===== src/rtl/jtflane_pcm_fetch.sv =====
// Purpose : byte fetcher for one PCM channel; keeps CUR, prefetches CUR+1 into NXT
//           (prefetch built only with JTFLANE_PCM_PREFETCH_EN defined).
// Latency : hit data one cycle after pcm_addr; a miss costs a guard cycle plus ROM latency.
// Backpr. : holds rom_cs/rom_addr until rom_ok is accepted; pcm_ok stays low while missing.
module jtflane_pcm_fetch #(
  parameter int AW   = 17,
  parameter int CNTW = 16
) (
  input  logic            clk,
  input  logic            rst_n,
  input  logic [AW-1:0]   pcm_addr,
  output logic [7:0]      pcm_dout,
  output logic            pcm_ok,
  output logic            rom_cs,
  output logic [AW-1:0]   rom_addr,
  input  logic [7:0]      rom_data,
  input  logic            rom_ok,
  output logic [CNTW-1:0] miss_cnt
);

  localparam logic [AW-1:0] ADDR_ONE = {{(AW-1){1'b0}}, 1'b1};

  typedef enum logic [1:0] {IDLE, FETCH, PREF} state_t;

  state_t        state, state_nxt;

  logic [AW-1:0] cur_addr;
  logic [7:0]    cur_data;
  logic          cur_v;

  // Set for exactly one cycle after rom_addr is loaded so a stale rom_ok is ignored
  logic          guard;

  logic          cur_hit, nxt_hit, busy_same, accept, demand_miss;
  logic          fill_cur, load;
  logic [AW-1:0] load_addr;

`ifdef JTFLANE_PCM_PREFETCH_EN
  logic [AW-1:0] nxt_addr;
  logic [7:0]    nxt_data;
  logic          nxt_v;
  logic          fill_nxt, promote;

  assign nxt_hit = nxt_v && (nxt_addr == pcm_addr);
`else
  assign nxt_hit = 1'b0;
`endif

  assign rom_cs      = (state != IDLE);
  assign cur_hit     = cur_v && (cur_addr == pcm_addr);
  // Still waiting on the very address being asked for: not a new miss
  assign busy_same   = (state == FETCH) && (rom_addr == pcm_addr);
  assign accept      = rom_cs && rom_ok && !guard;
  // A fill in progress takes priority; the compare resumes next cycle on updated entries
  assign demand_miss = !cur_hit && !nxt_hit && !busy_same && !accept;

  // FSM state register
  always_ff @(posedge clk or negedge rst_n) begin
    if (!rst_n) state <= IDLE;
    else        state <= state_nxt;
  end

  // Next state and datapath controls: fill beats promote beats demand miss
  always_comb begin
    state_nxt = state;
    fill_cur  = 1'b0;
    load      = 1'b0;
    load_addr = rom_addr;
`ifdef JTFLANE_PCM_PREFETCH_EN
    fill_nxt  = 1'b0;
    promote   = 1'b0;
`endif
    if (accept) begin
      if (state == FETCH) begin
        fill_cur  = 1'b1;
`ifdef JTFLANE_PCM_PREFETCH_EN
        state_nxt = PREF;
        load      = 1'b1;
        load_addr = rom_addr + ADDR_ONE;
`else
        state_nxt = IDLE;
`endif
      end else begin
`ifdef JTFLANE_PCM_PREFETCH_EN
        fill_nxt  = 1'b1;
`endif
        state_nxt = IDLE;
      end
    end
`ifdef JTFLANE_PCM_PREFETCH_EN
    else if (nxt_hit) begin
      promote   = 1'b1;
      state_nxt = PREF;
      load      = 1'b1;
      load_addr = nxt_addr + ADDR_ONE;
    end
`endif
    else if (demand_miss) begin
      state_nxt = FETCH;
      load      = 1'b1;
      load_addr = pcm_addr;
    end
  end

  // ROM address, guard cycle and miss counter
  always_ff @(posedge clk or negedge rst_n) begin
    if (!rst_n) begin
      rom_addr <= '0;
      guard    <= 1'b0;
      miss_cnt <= '0;
    end else begin
      guard <= load;
      if (load) rom_addr <= load_addr;
      if (demand_miss && (miss_cnt != '1)) miss_cnt <= miss_cnt + 1'b1;
    end
  end

  // CUR entry: filled by a demand fetch, or promoted from NXT
  always_ff @(posedge clk or negedge rst_n) begin
    if (!rst_n) begin
      cur_addr <= '0;
      cur_data <= '0;
      cur_v    <= 1'b0;
    end else if (fill_cur) begin
      cur_addr <= rom_addr;
      cur_data <= rom_data;
      cur_v    <= 1'b1;
`ifdef JTFLANE_PCM_PREFETCH_EN
    end else if (promote) begin
      cur_addr <= nxt_addr;
      cur_data <= nxt_data;
      cur_v    <= 1'b1;
`endif
    end else if (demand_miss) begin
      cur_v    <= 1'b0;
    end
  end

`ifdef JTFLANE_PCM_PREFETCH_EN
  // NXT entry: filled by the prefetch, consumed when promoted into CUR
  always_ff @(posedge clk or negedge rst_n) begin
    if (!rst_n) begin
      nxt_addr <= '0;
      nxt_data <= '0;
      nxt_v    <= 1'b0;
    end else if (fill_nxt) begin
      nxt_addr <= rom_addr;
      nxt_data <= rom_data;
      nxt_v    <= 1'b1;
    end else if (promote || demand_miss) begin
      nxt_v    <= 1'b0;
    end
  end
`endif

  // Registered sample output for the address presented last cycle
  always_ff @(posedge clk or negedge rst_n) begin
    if (!rst_n) begin
      pcm_ok   <= 1'b0;
      pcm_dout <= '0;
    end else begin
      pcm_ok <= cur_hit || nxt_hit;
      if (cur_hit) begin
        pcm_dout <= cur_data;
`ifdef JTFLANE_PCM_PREFETCH_EN
      end else if (nxt_hit) begin
        pcm_dout <= nxt_data;
`endif
      end
    end
  end

endmodule


===== config.mk =====
export PLATFORM = sky130hd
export DESIGN_NAME = jtflane_pcm_fetch
export DESIGN_NICKNAME = d
export VERILOG_FILES = /design/src/rtl/jtflane_pcm_fetch.sv
export SDC_FILE = /design/constraint.sdc
export NUM_CORES = 1
export LEC_CHECK = 0
export BUFFER_PORTS_ARGS = -buffer_cell sky130_fd_sc_hd__buf_2
export CORE_UTILIZATION = 50
export CTS_CLUSTER_DIAMETER = 30
export DETAILED_ROUTE_END_ITERATION = 6
export PLACE_DENSITY_LB_ADDON = 0.1
export SKIP_LAST_GASP = 1
export SLEW_MARGIN = 20
export SYNTH_ARGS = -nofsm -noshare
export SYNTH_HDL_FRONTEND = slang
export SYNTH_SLANG_ARGS = --single-unit

===== constraint.sdc =====
create_clock -name clk -period 2.75 [get_ports clk]
set_clock_uncertainty 0.2 [all_clocks]
set_input_delay 0.1375 -clock clk [delete_from_list [all_inputs] [get_ports clk]]
set_output_delay 0.1375 -clock clk [all_outputs]
set_load 0.01 [all_outputs]

==> summary.txt <==
Yosys
  – Number of instances in the synthesized netlist: about 310
  – Net count of the mapped netlist: ~340
  – Dominant combinational cell family by area after synthesis: simple AND/OR/NAND/NOR gates
  – Post-synthesis share of cell area spent on xor and xnor gates: around 12%
  – Count of cell types in the netlist: 31
  – Adder-cell share of the synthesized area: 0.3788%
  – Synth Register Bits: 70
  – Fraction of synthesized area in multiplexers: 8.409%
  – Total number of yosys warnings: 0
  – Complex-gate fraction of the synthesized area: 1.023%
  – Synthesized area: 3303 sq um
  – Register area share after synthesis: 53.03%
  – Simple-gate portion of the synthesized area: 23.03%
  – Average cell area after synthesis: 10.59 sq um

Drt
  – Met2 wire length: 3.177 mm
  – Amount of wire on met3 after detailed routing: 249 um
  – Max layer used: met4
  – Detailed Route WL: 7.095 mm
  – Length of the first detailed-routing pass in iterations: 4
  – Final routed DRC violation total: 0
  – Antenna-violating nets left: 0
  – Vias after detailed routing: approximately 2,500
  – Mean number of vias per cell: 5.032
  – Met1 Wirelength: around 3.5 mm
  – Iteration-0 DRC Markers: roughly 100
  – Routed WL per cell: about 14 um

GRT
  – Initial antenna violation count: 0
  – Global-route wire length before repair: between 10 and 15 mm
  – Total GRT Usage: around 23%
  – Vias in the first global route: 2,512
  – Pin count of the biggest net entering global routing: 35
  – Total global routing overflow: 0

Setup path
  – Register-to-register setup slack: ~0.44 ns
  – Worst path arrival time: around 2.4 ns
  – CP max stage delay: 0.54 ns
  – Required time worst endpoint: 2.77 ns
  – CP Buf/Inv Count: 3
  – Cell-by-cell listing of the critical path: dlygate4sd3_1 -> buf_2 -> xnor2_1 -> nand4_1 -> nor3_1 -> a22oi_4 -> nand2_2 -> buf_12 -> mux2_4
  – Startpoint type of the worst setup path: input port
  – Critical-path cell with the highest stage delay: dlygate4sd3_1
  – Critical path type: input port to flip-flop
  – Cell family with most CP delay: buffers and inverters
  – Peak fanout along the critical path: 20
  – Element type at the critical path end: flip-flop

Clock tree
  – Num CTS Buffers: 9
  – CTS root buffer: clkbuf_8
  – Clock buffer depth: 2
  – Clock slew at reported path FFs: ~0.080 ns
  – Maximum level of the CTS H-tree: 3
  – Quantity of hold-fixing buffers added after cts: 26
  – Post-CTS sizing: 0
  – TritonCTS clock tree: done
  – Setup Fix Bufs, Post-CTS: 0
  – Skew-Pair Late Insertion Delay: 0.34 ns
  – CTS sink cnt: 70

STA
  – Max-slew headroom at the worst pin: a little under three fifths
  – RSZ-0062 raised after global routing: no
  – Total count of hold-check failures in the final report: 0
  – Share of the clock period used by the worst path: a little under nine tenths
  – Pin slew with the least headroom to its limit: 0.6600 ns
  – Maximum operating frequency: 423.5 MHz
  – Post-Route Setup TNS: 0 ns
  – Number of max-slew violations in the final report: 0
  – Final worst path period need: 2.361 ns
  – Count of final setup violators: 0

Floorplanning
  – Die ar.: 6936 sq um
  – Initial cell density of the core: between 50% and 60%
  – Core Box Area: 6350 sq um
  – Number of primary I/O pins: 71
  – Floorplan die height: 83.28 um
  – Core Rows: 29
  – Die X: 83.28 um

Placement
  – Routability congestion estimate: 0.8181
  – Cell area after placement: about 3800 sq um
  – Buffers on Ports: 70
  – Number of placed cells counting well taps: around 460
  – Detailed Place HPWL: between 4 and 5 mm

Pwr
  – Pwr per Cell Area: 519.5 nW/um^2
  – Total leakage power: roughly 2.2 nW
  – Total power consumption of the routed design: 2.192 mW
  – Worst-case vdd ir drop: 0.0003529 V

Status
  – Run status: completed

Cells and area
  – Number of fillers in the final layout: 526
  – Antenna Cells: 0
  – Final standard cell count with taps included and fillers excluded: 497
  – Final #Nets: 444
  – Post-route cell area: roughly 4200 sq um
  – Final core occ: 66.44%
  – Share of layout cells above drive strength 1: 28.10%
  – Area growth, synth to finish: 27.73%

Flow run
  – Max-cap violations: 0

Worst hold path
  – Worst hold path type: input port to asynchronous set/reset pin
routing by layer:
| metal | up-vias | global-route usage [%] |
|---|---|---|
| met2 | 63 | 34.50 |
| met5 | - | 0 |
| li1 | 1233 | - |
| met3 | 16 | 4.175 |
| met1 | 1189 | 31.56 |
| met4 | 0 | 10.03 |
power by group:
part | switching, mW | internal (mW) | leakage, nW
clock | 0.392 | 0.401 | 0.0869
combinational | 0.121 | 0.139 | 1.18
sequential | 0.0617 | 1.08 | 0.916
Yosys cell counts:
cell type	number	area, sq um
a22oi_4	1	21.27
and4_1	2	17.52
a21oi_1	1	5.000
buf_2	2	10.01
clkbuf_1	5	18.77
nor4b_4	1	23.77
nand2_1	109	409.1
nor4b_1	1	8.760
ha_1	1	12.51
mux2_2	2	22.52
xor2_1	16	140.1
and2_1	2	12.51
mux2_4	17	255.2
or2_2	1	6.260
nor3_2	1	10.01
nand3_1	10	50.05
inv_1	1	3.750
o21a_1	1	7.510
and3_4	1	11.26
nand2_2	1	6.260
dfrtp_1	70	1752
nor2_1	4	15.01
nand3b_2	1	11.26
and4b_1	1	10.01
xnor2_1	31	271.5
nand4_1	11	68.82
nor3b_1	1	7.510
and3_1	8	50.05
nor4_1	6	37.54
nor3_1	1	5.000
buf_6	2	22.52
path summary, 6_finish.rpt:
kind | start | endpoint | cells past startpoint
max | pcm_addr[11] | rom_addr[6] | 9
min | rst_n | cur_addr[0] | 2
max reg2reg | rom_addr[4] | rom_addr[6] | 7
min reg2reg | pcm_dout[2] | pcm_dout[2] | 2
max in group asynchronous | rst_n | rom_addr[6] | 3
min in group clk | rom_ok | miss_cnt[7] | 6
layout make-up:
type / count / area (sq um) / area share, %
Multi-Input combinational cell: 232 / 1499 / 35.53
Clock inverter: 4 / 30.03 / 0.7117
Timing Repair Buffer: 101 / 673.1 / 15.95
Inverter: 1 / 3.754 / 0.08897
Tap cell: 77 / 96.34 / 2.284
Clock buffer: 12 / 165.2 / 3.915
Sequential cell: 70 / 1752 / 41.52
worst register-to-register path, stage by stage (launching register included):
cell	delay [ns]
dfrtp_1	0.42
xor2_1	0.24
nor4_1	0.10
and3_1	0.21
a22oi_4	0.38
nand2_2	0.12
buf_12	0.19
mux2_4	0.32
through the flow:
stage	setup WS [ns]	hold WS, ns
after floorplan	0.6375	-0.3581
after global placement	0.4716	-0.06116
after detailed placement	0.4540	-0.06037
after CTS	0.3750	0.1083
after global routing	0.2086	0.1433
final	0.3885	0.1033
flip-flops by register name, indices dropped and copies added, names as in the netlist:
name and cells:
rom_addr 17, pcm_ok 1, cur_data 8, cur_v 1
miss_cnt 16, state 1, pcm_dout 8, cur_addr 17
guard 1
cells in the final DEF (no fill, tap or decap), types with 2 or more instances in the layout:
cell type	instances
mux2_4	17
xnor2_1	31
and3_1	8
and4_1	2
clkbuf_8	12
and2_1	2
nand4_1	11
dfrtp_1	70
nor2_1	3
buf_12	2
nand2_1	109
xor2_1	16
nand3_1	10
dlygate4sd3_1	26
mux2_2	2
buf_2	70
nor4_1	6
buf_4	3
clkinvlp_4	4
logic make-up after synthesis:
family,count (synthesis)
buf+inv,10
flops,70
compound gates,3
xor+xnor,47
simple gates,162
mux,19
fa+ha+maj,1
(Power assumes the default switching activity.)
